`src/rtl/als_spi_responder.sv`:
```
// SPI responder that reports an 8-bit ambient-light sample as a 16-bit frame.
// Optional MOSI word capture is enabled by defining ALS_RESP_MOSI_CAPTURE_EN.
module als_spi_responder #(
   parameter int CPOL        = 1,
   parameter int SYNC_STAGES = 2
) (
   input  logic        i_Clk,
   input  logic        i_Reset,
   input  logic        i_SPI_Clk,
   input  logic        i_SPI_CS_n,
   input  logic        i_SPI_MOSI,
   output logic        o_SPI_MISO,
   input  logic [7:0]  i_Sample,
   input  logic        i_Sample_Valid,
   output logic        o_Busy,
   output logic        o_Frame_Done,
   output logic        o_Short_Frame,
   output logic [15:0] o_Frame_Count
`ifdef ALS_RESP_MOSI_CAPTURE_EN
   ,
   output logic [15:0] o_MOSI_Word
`endif
);

   localparam logic IDLE_LVL = (CPOL != 0) ? 1'b1 : 1'b0;

   typedef enum logic [1:0] {
      ST_IDLE    = 2'd0,
      ST_LOAD    = 2'd1,
      ST_SHIFT   = 2'd2,
      ST_WAIT_CS = 2'd3
   } state_t;

   state_t                   state_r, next_state_s;
   logic [SYNC_STAGES-1:0]   sclk_sync_r, cs_sync_r;
   logic                     sclk_d_r, cs_d_r;
   logic                     sclk_s, cs_s, lead_s, trail_s, cs_fall_s;
   logic [7:0]               hold_r;
   logic [15:0]              shift_r, shift_next_s, load_word_s;
   logic [3:0]               bit_cnt_r, cnt_next_s;
   logic                     miso_r, miso_next_s;
   logic                     busy_r, done_r, short_r, done_s, short_s;
   logic [15:0]              frame_count_r;

   // CS_n synchronizer resets low so a CS held low through reset cannot open a frame
   always_ff @(posedge i_Clk or posedge i_Reset) begin
      if (i_Reset) begin
         sclk_sync_r <= {SYNC_STAGES{IDLE_LVL}};
         cs_sync_r   <= '0;
         sclk_d_r    <= IDLE_LVL;
         cs_d_r      <= 1'b0;
      end else begin
         sclk_sync_r <= {sclk_sync_r[SYNC_STAGES-2:0], i_SPI_Clk};
         cs_sync_r   <= {cs_sync_r[SYNC_STAGES-2:0], i_SPI_CS_n};
         sclk_d_r    <= sclk_s;
         cs_d_r      <= cs_s;
      end
   end

   assign sclk_s    = sclk_sync_r[SYNC_STAGES-1];
   assign cs_s      = cs_sync_r[SYNC_STAGES-1];
   assign lead_s    = (sclk_d_r == IDLE_LVL) && (sclk_s != IDLE_LVL);
   assign trail_s   = (sclk_d_r != IDLE_LVL) && (sclk_s == IDLE_LVL);
   assign cs_fall_s = cs_d_r && !cs_s;

   // Sample holding register
   always_ff @(posedge i_Clk or posedge i_Reset) begin
      if (i_Reset) begin
         hold_r <= 8'h00;
      end else if (i_Sample_Valid) begin
         hold_r <= i_Sample;
      end
   end

   // A strobe landing on the LOAD cycle bypasses the holding register
   assign load_word_s = {3'b000, (i_Sample_Valid ? i_Sample : hold_r), 5'b00000};

   // Next-state and datapath decode
   always_comb begin
      next_state_s = state_r;
      shift_next_s = shift_r;
      cnt_next_s   = bit_cnt_r;
      miso_next_s  = 1'b0;
      done_s       = 1'b0;
      short_s      = 1'b0;
      case (state_r)
         ST_IDLE: begin
            if (cs_fall_s) begin
               next_state_s = ST_LOAD;
            end else begin
               next_state_s = ST_IDLE;
            end
         end
         ST_LOAD: begin
            shift_next_s = load_word_s;
            cnt_next_s   = 4'd0;
            if (cs_s) begin
               next_state_s = ST_IDLE;
               short_s      = 1'b1;
            end else begin
               next_state_s = ST_SHIFT;
            end
         end
         ST_SHIFT: begin
            if (cs_s) begin
               next_state_s = ST_IDLE;
               short_s      = 1'b1;
            end else if (lead_s) begin
               miso_next_s  = shift_r[15];
               shift_next_s = {shift_r[14:0], 1'b0};
            end else if (trail_s) begin
               cnt_next_s = bit_cnt_r + 4'd1;
               if (bit_cnt_r == 4'd15) begin
                  done_s       = 1'b1;
                  next_state_s = ST_WAIT_CS;
               end else begin
                  miso_next_s  = miso_r;
               end
            end else begin
               miso_next_s = miso_r;
            end
         end
         ST_WAIT_CS: begin
            if (cs_s) begin
               next_state_s = ST_IDLE;
            end else begin
               next_state_s = ST_WAIT_CS;
            end
         end
         default: begin
            next_state_s = ST_IDLE;
         end
      endcase
   end

   // State, shift path and registered outputs
   always_ff @(posedge i_Clk or posedge i_Reset) begin
      if (i_Reset) begin
         state_r       <= ST_IDLE;
         shift_r       <= 16'h0000;
         bit_cnt_r     <= 4'd0;
         miso_r        <= 1'b0;
         busy_r        <= 1'b0;
         done_r        <= 1'b0;
         short_r       <= 1'b0;
         frame_count_r <= 16'h0000;
      end else begin
         state_r   <= next_state_s;
         shift_r   <= shift_next_s;
         bit_cnt_r <= cnt_next_s;
         miso_r    <= miso_next_s;
         busy_r    <= (next_state_s != ST_IDLE);
         done_r    <= done_s;
         short_r   <= short_s;
         if (done_s) begin
            frame_count_r <= frame_count_r + 16'd1;
         end
      end
   end

   assign o_SPI_MISO    = miso_r;
   assign o_Busy        = busy_r;
   assign o_Frame_Done  = done_r;
   assign o_Short_Frame = short_r;
   assign o_Frame_Count = frame_count_r;

`ifdef ALS_RESP_MOSI_CAPTURE_EN
   logic [SYNC_STAGES-1:0] mosi_sync_r;
   logic                   mosi_d_r;
   logic [15:0]            mosi_shift_r, mosi_word_r;

   // MOSI follows the same synchronizer depth as SCLK so bits line up with edges
   always_ff @(posedge i_Clk or posedge i_Reset) begin
      if (i_Reset) begin
         mosi_sync_r  <= '0;
         mosi_d_r     <= 1'b0;
         mosi_shift_r <= 16'h0000;
         mosi_word_r  <= 16'h0000;
      end else begin
         mosi_sync_r <= {mosi_sync_r[SYNC_STAGES-2:0], i_SPI_MOSI};
         mosi_d_r    <= mosi_sync_r[SYNC_STAGES-1];
         if ((state_r == ST_SHIFT) && !cs_s && trail_s) begin
            mosi_shift_r <= {mosi_shift_r[14:0], mosi_d_r};
         end
         if (done_s) begin
            mosi_word_r <= {mosi_shift_r[14:0], mosi_d_r};
         end
      end
   end

   assign o_MOSI_Word = mosi_word_r;
`else
   logic unused_mosi_s;
   assign unused_mosi_s = i_SPI_MOSI;
`endif

endmodule

```
`config.mk`:
```
export PLATFORM = sky130hd
export DESIGN_NAME = als_spi_responder
export DESIGN_NICKNAME = d
export VERILOG_FILES = /design/src/rtl/als_spi_responder.sv
export SDC_FILE = /design/constraint.sdc
export NUM_CORES = 1
export LEC_CHECK = 0
export CAP_MARGIN = 20
export CORE_MARGIN = 5
export CORE_UTILIZATION = 49
export DETAILED_ROUTE_END_ITERATION = 7
export PLACE_DENSITY = 0.83
export SLEW_MARGIN = 20
export SYNTH_ARGS = -nofsm -noshare
export SYNTH_HDL_FRONTEND = slang
export SYNTH_SLANG_ARGS = --single-unit
export TNS_END_PERCENT = 50
```
`constraint.sdc`:
```
create_clock -name i_Clk -period 2.43 [get_ports i_Clk]
set_input_delay 0.243 -clock i_Clk [delete_from_list [all_inputs] [get_ports i_Clk]]
set_output_delay 0.243 -clock i_Clk [all_outputs]
set_load 0.05 [all_outputs]
```
==> results by group <==
Run status
  • Outcome: completed

Global routing
  • Via count of the first global-routing pass: around 1,500
  • First-pass GRT wire length: 6480 um
  • Antenna violations before repair: 0
  • Total track usage: 13.3%
  • Total congestion overflow: 0
  • Largest net degree at the start of global routing: 52

STA
  • Setup TNS: 0 ns
  • Max frequency: a little over 500 MHz
  • Period utilization: 81.7%
  • Max Slew Vio Count: 0
  • Worst Tran Pin Value: about 0.68 ns
  • Skew final: between 0.007 and 0.008 ns
  • RSZ-0062 raised after global routing: no
  • Max transition margin: 54.3%
  • Post-layout min period: 1.99 ns
  • Final Setup Violations: 0
  • Final hold vios: 0

Floorplan
  • Die span in x: 77.0 um
  • Chip Height: 77.0 um
  • Initial Util: between 50% and 60%
  • Die ar.: 5930 sq um
  • Ports: 34
  • Cell Rows: 24
  • Core box area: 4350 sq um

Power and ir drop
  • Leak pwr: 0.00122 uW
  • Worst IR Drop VDD: 382 uV
  • Power per cell area: 585 nW/um^2

Synthesis
  • Primary FF master, synth: dfrtp_1
  • Post-synth EDFFs: 0
  • Ys Warns: 0
  • Synth Area per Inst: between 10 and 15 sq um
  • Synth area leader: dfrtp_1
  • Mapped Nets: roughly 200
  • Synth Instances: 177
  • Top cells by count, synth: dfrtp_1, xnor2_1, a21oi_1, inv_1
  • Netlist cell types: 38
  • Cell Area, Synth: 2200 sq um
  • Register area share after synthesis: 58.2%
  • Yosys top cell area share: 54.6%
  • Synth async-reset ratio: 100%
  • Flops & latches, synth: a little over 50
  • Count leader, synth: dfrtp_1
  • Synth area leaders: dfrtp_1, xnor2_1, mux2_2

Clock tree
  • CTS Hold Bufs: 0
  • Cts bufs inserted: 5
  • Clock Tree Buf Depth: 2
  • Post-CTS sizing: 0
  • CTS root buf: clkbuf_8
  • Post-CTS Setup Inserts: 0
  • CTS tree: yes
  • Insertion delay to the later sink of the worst-skew pair: 0.29 ns
  • H-Tree Depth: 2
  • # clock sinks: 51
  • CTS clk-pin slew, worst paths: 0.08 ns

Drt
  • 1st-iter DRT viols: 52
  • Final WL: 3720 um
  • Post-route ant nets: 0
  • Number of vias per cell: 5.30
  • Drt pass-1 iters: 4
  • DR DRC count: 0
  • Wire length per cell: 13.9 um
  • Routed vias: approximately 1,400

Finish
  • Reg area: 1280 sq um
  • Layout area overhead: 20.9%
  • Share of layout cells above drive strength 1: 11.6%
  • Fill cells: 344
  • Final net count: 234
  • Post-route cell area: roughly 2700 sq um
  • # diodes: 0
  • Multi-input logic area: 858 sq um

Flow run
  • Max Cap Viol: 0

Setup path
  • CP Data Required Time: 2.61 ns
  • Data arrival, critical path: 2.16 ns
  • Startpoint Class: flip-flop
  • Crit path kind: flip-flop to flip-flop
  • Crit-path max FO: 9
  • CP Capture Type: flip-flop

Placement
  • RePlAce Congestion: between 0.7 and 0.8
  • Hpwl dp: 2730 um
  • I/O Buffers: 32
  • DP Area: 2580 sq um

Hold path
  • Worst min-delay path category: flip-flop to flip-flop
state kept, by name, indices dropped and copies added (netlist names):
name	cells
o_Frame_Count	16
shift_r	11
hold_r	8
bit_cnt_r	4
cs_sync_r	2
sclk_sync_r	2
state_r	2
cs_d_r	1
o_Busy	1
o_Frame_Done	1
o_SPI_MISO	1
o_Short_Frame	1
sclk_d_r	1
power breakdown:
group          internal, uW  switching [uW]  leakage, uW
clock network           205             242    0.0000395
logic                  76.4            88.6     0.000525
registers               911            31.6     0.000651
total                  1190             363      0.00122
critical path, cell delays in order (launching register included):
cell and delay (ns):
dfrtp_1 0.42, inv_1 0.09, ha_1 0.37, nand4b_4 0.19, nor4_4 0.48, nand4_1 0.17, xnor2_1 0.15
logic make-up (layout without fill, tap and decap cells):
| kind of cell | Yosys count | in the layout | synth area share (%) |
|---|---|---|---|
| and+or+nand+nor | 45 | 45 | 13.5 |
| DFF | 51 | 51 | 58.2 |
| buffers and inverters | 15 | 53 | 2.84 |
| muxes | 16 | 16 | 7.79 |
| adders and majority gates | 6 | 6 | 3.41 |
| xor gates and xnor gates | 15 | 15 | 5.97 |
| AOI/OAI and AO/OA | 29 | 29 | 8.30 |
final cells by class:
class                      instances  area share, %
tap                               52           2.45
multi-input combinational        111           32.3
inverter                          11           1.55
timing repair buffer              34           12.6
clock buffer                       8           3.01
sequential                        51           48.1
path summary, 6_finish.rpt:
kind	end	cells after the start	slack (ns)	startpoint
worst max-delay path	o_Frame_Count[11]	6	0.44	state_r[0]
worst min-delay path	cs_sync_r[1]	0	0.35	cs_sync_r[0]
worst max register to register	o_Frame_Count[11]	6	0.44	state_r[0]
worst min register to register	cs_sync_r[1]	0	0.35	cs_sync_r[0]
max in group asynchronous	shift_r[12]	3	1.59	i_Reset
min in group asynchronous	o_Frame_Count[7]	3	0.43	i_Reset
cell usage in the layout, fill, tap and decap left out, drive strengths merged, types with 6 or more instances in the layout:
cell type	n
mux2	9
ha	6
nand4	8
mux2i	7
clkbuf	8
inv	11
xnor2	13
nand3	7
clkdlybuf4s50	32
dfrtp	48
nand2	6
a21oi	11
nor2	10
routing by layer:
layer	vias up	wire length (um)	global-route usage (%)
met2	18	1860	22.5
met4	0	30	5.84
li1	701	-	-
met5	-	0	0
met1	693	1720	16.7
met3	2	106	2.46
per-stage QoR:
step / utilization (%) / setup WS, ns / hold WS [ns] / power [uW] / instances
6_report: 61.1 / 0.444 / 0.354 / 1560 / 267
5_1_grt: 61.1 / 0.252 / 0.356 / 1630 / 267
4_1_cts: 61.1 / 0.433 / 0.356 / 1580 / 267
3_5_place_dp: 59.3 / 0.456 / 0.338 / 1130 / 259
3_3_place_gp: 59.3 / 0.473 / 0.333 / 1120 / 259
2_1_floorplan: - / 0.689 / 0.247 / 1070 / 177
No activity file was read; power rests on OpenSTA's default activity.
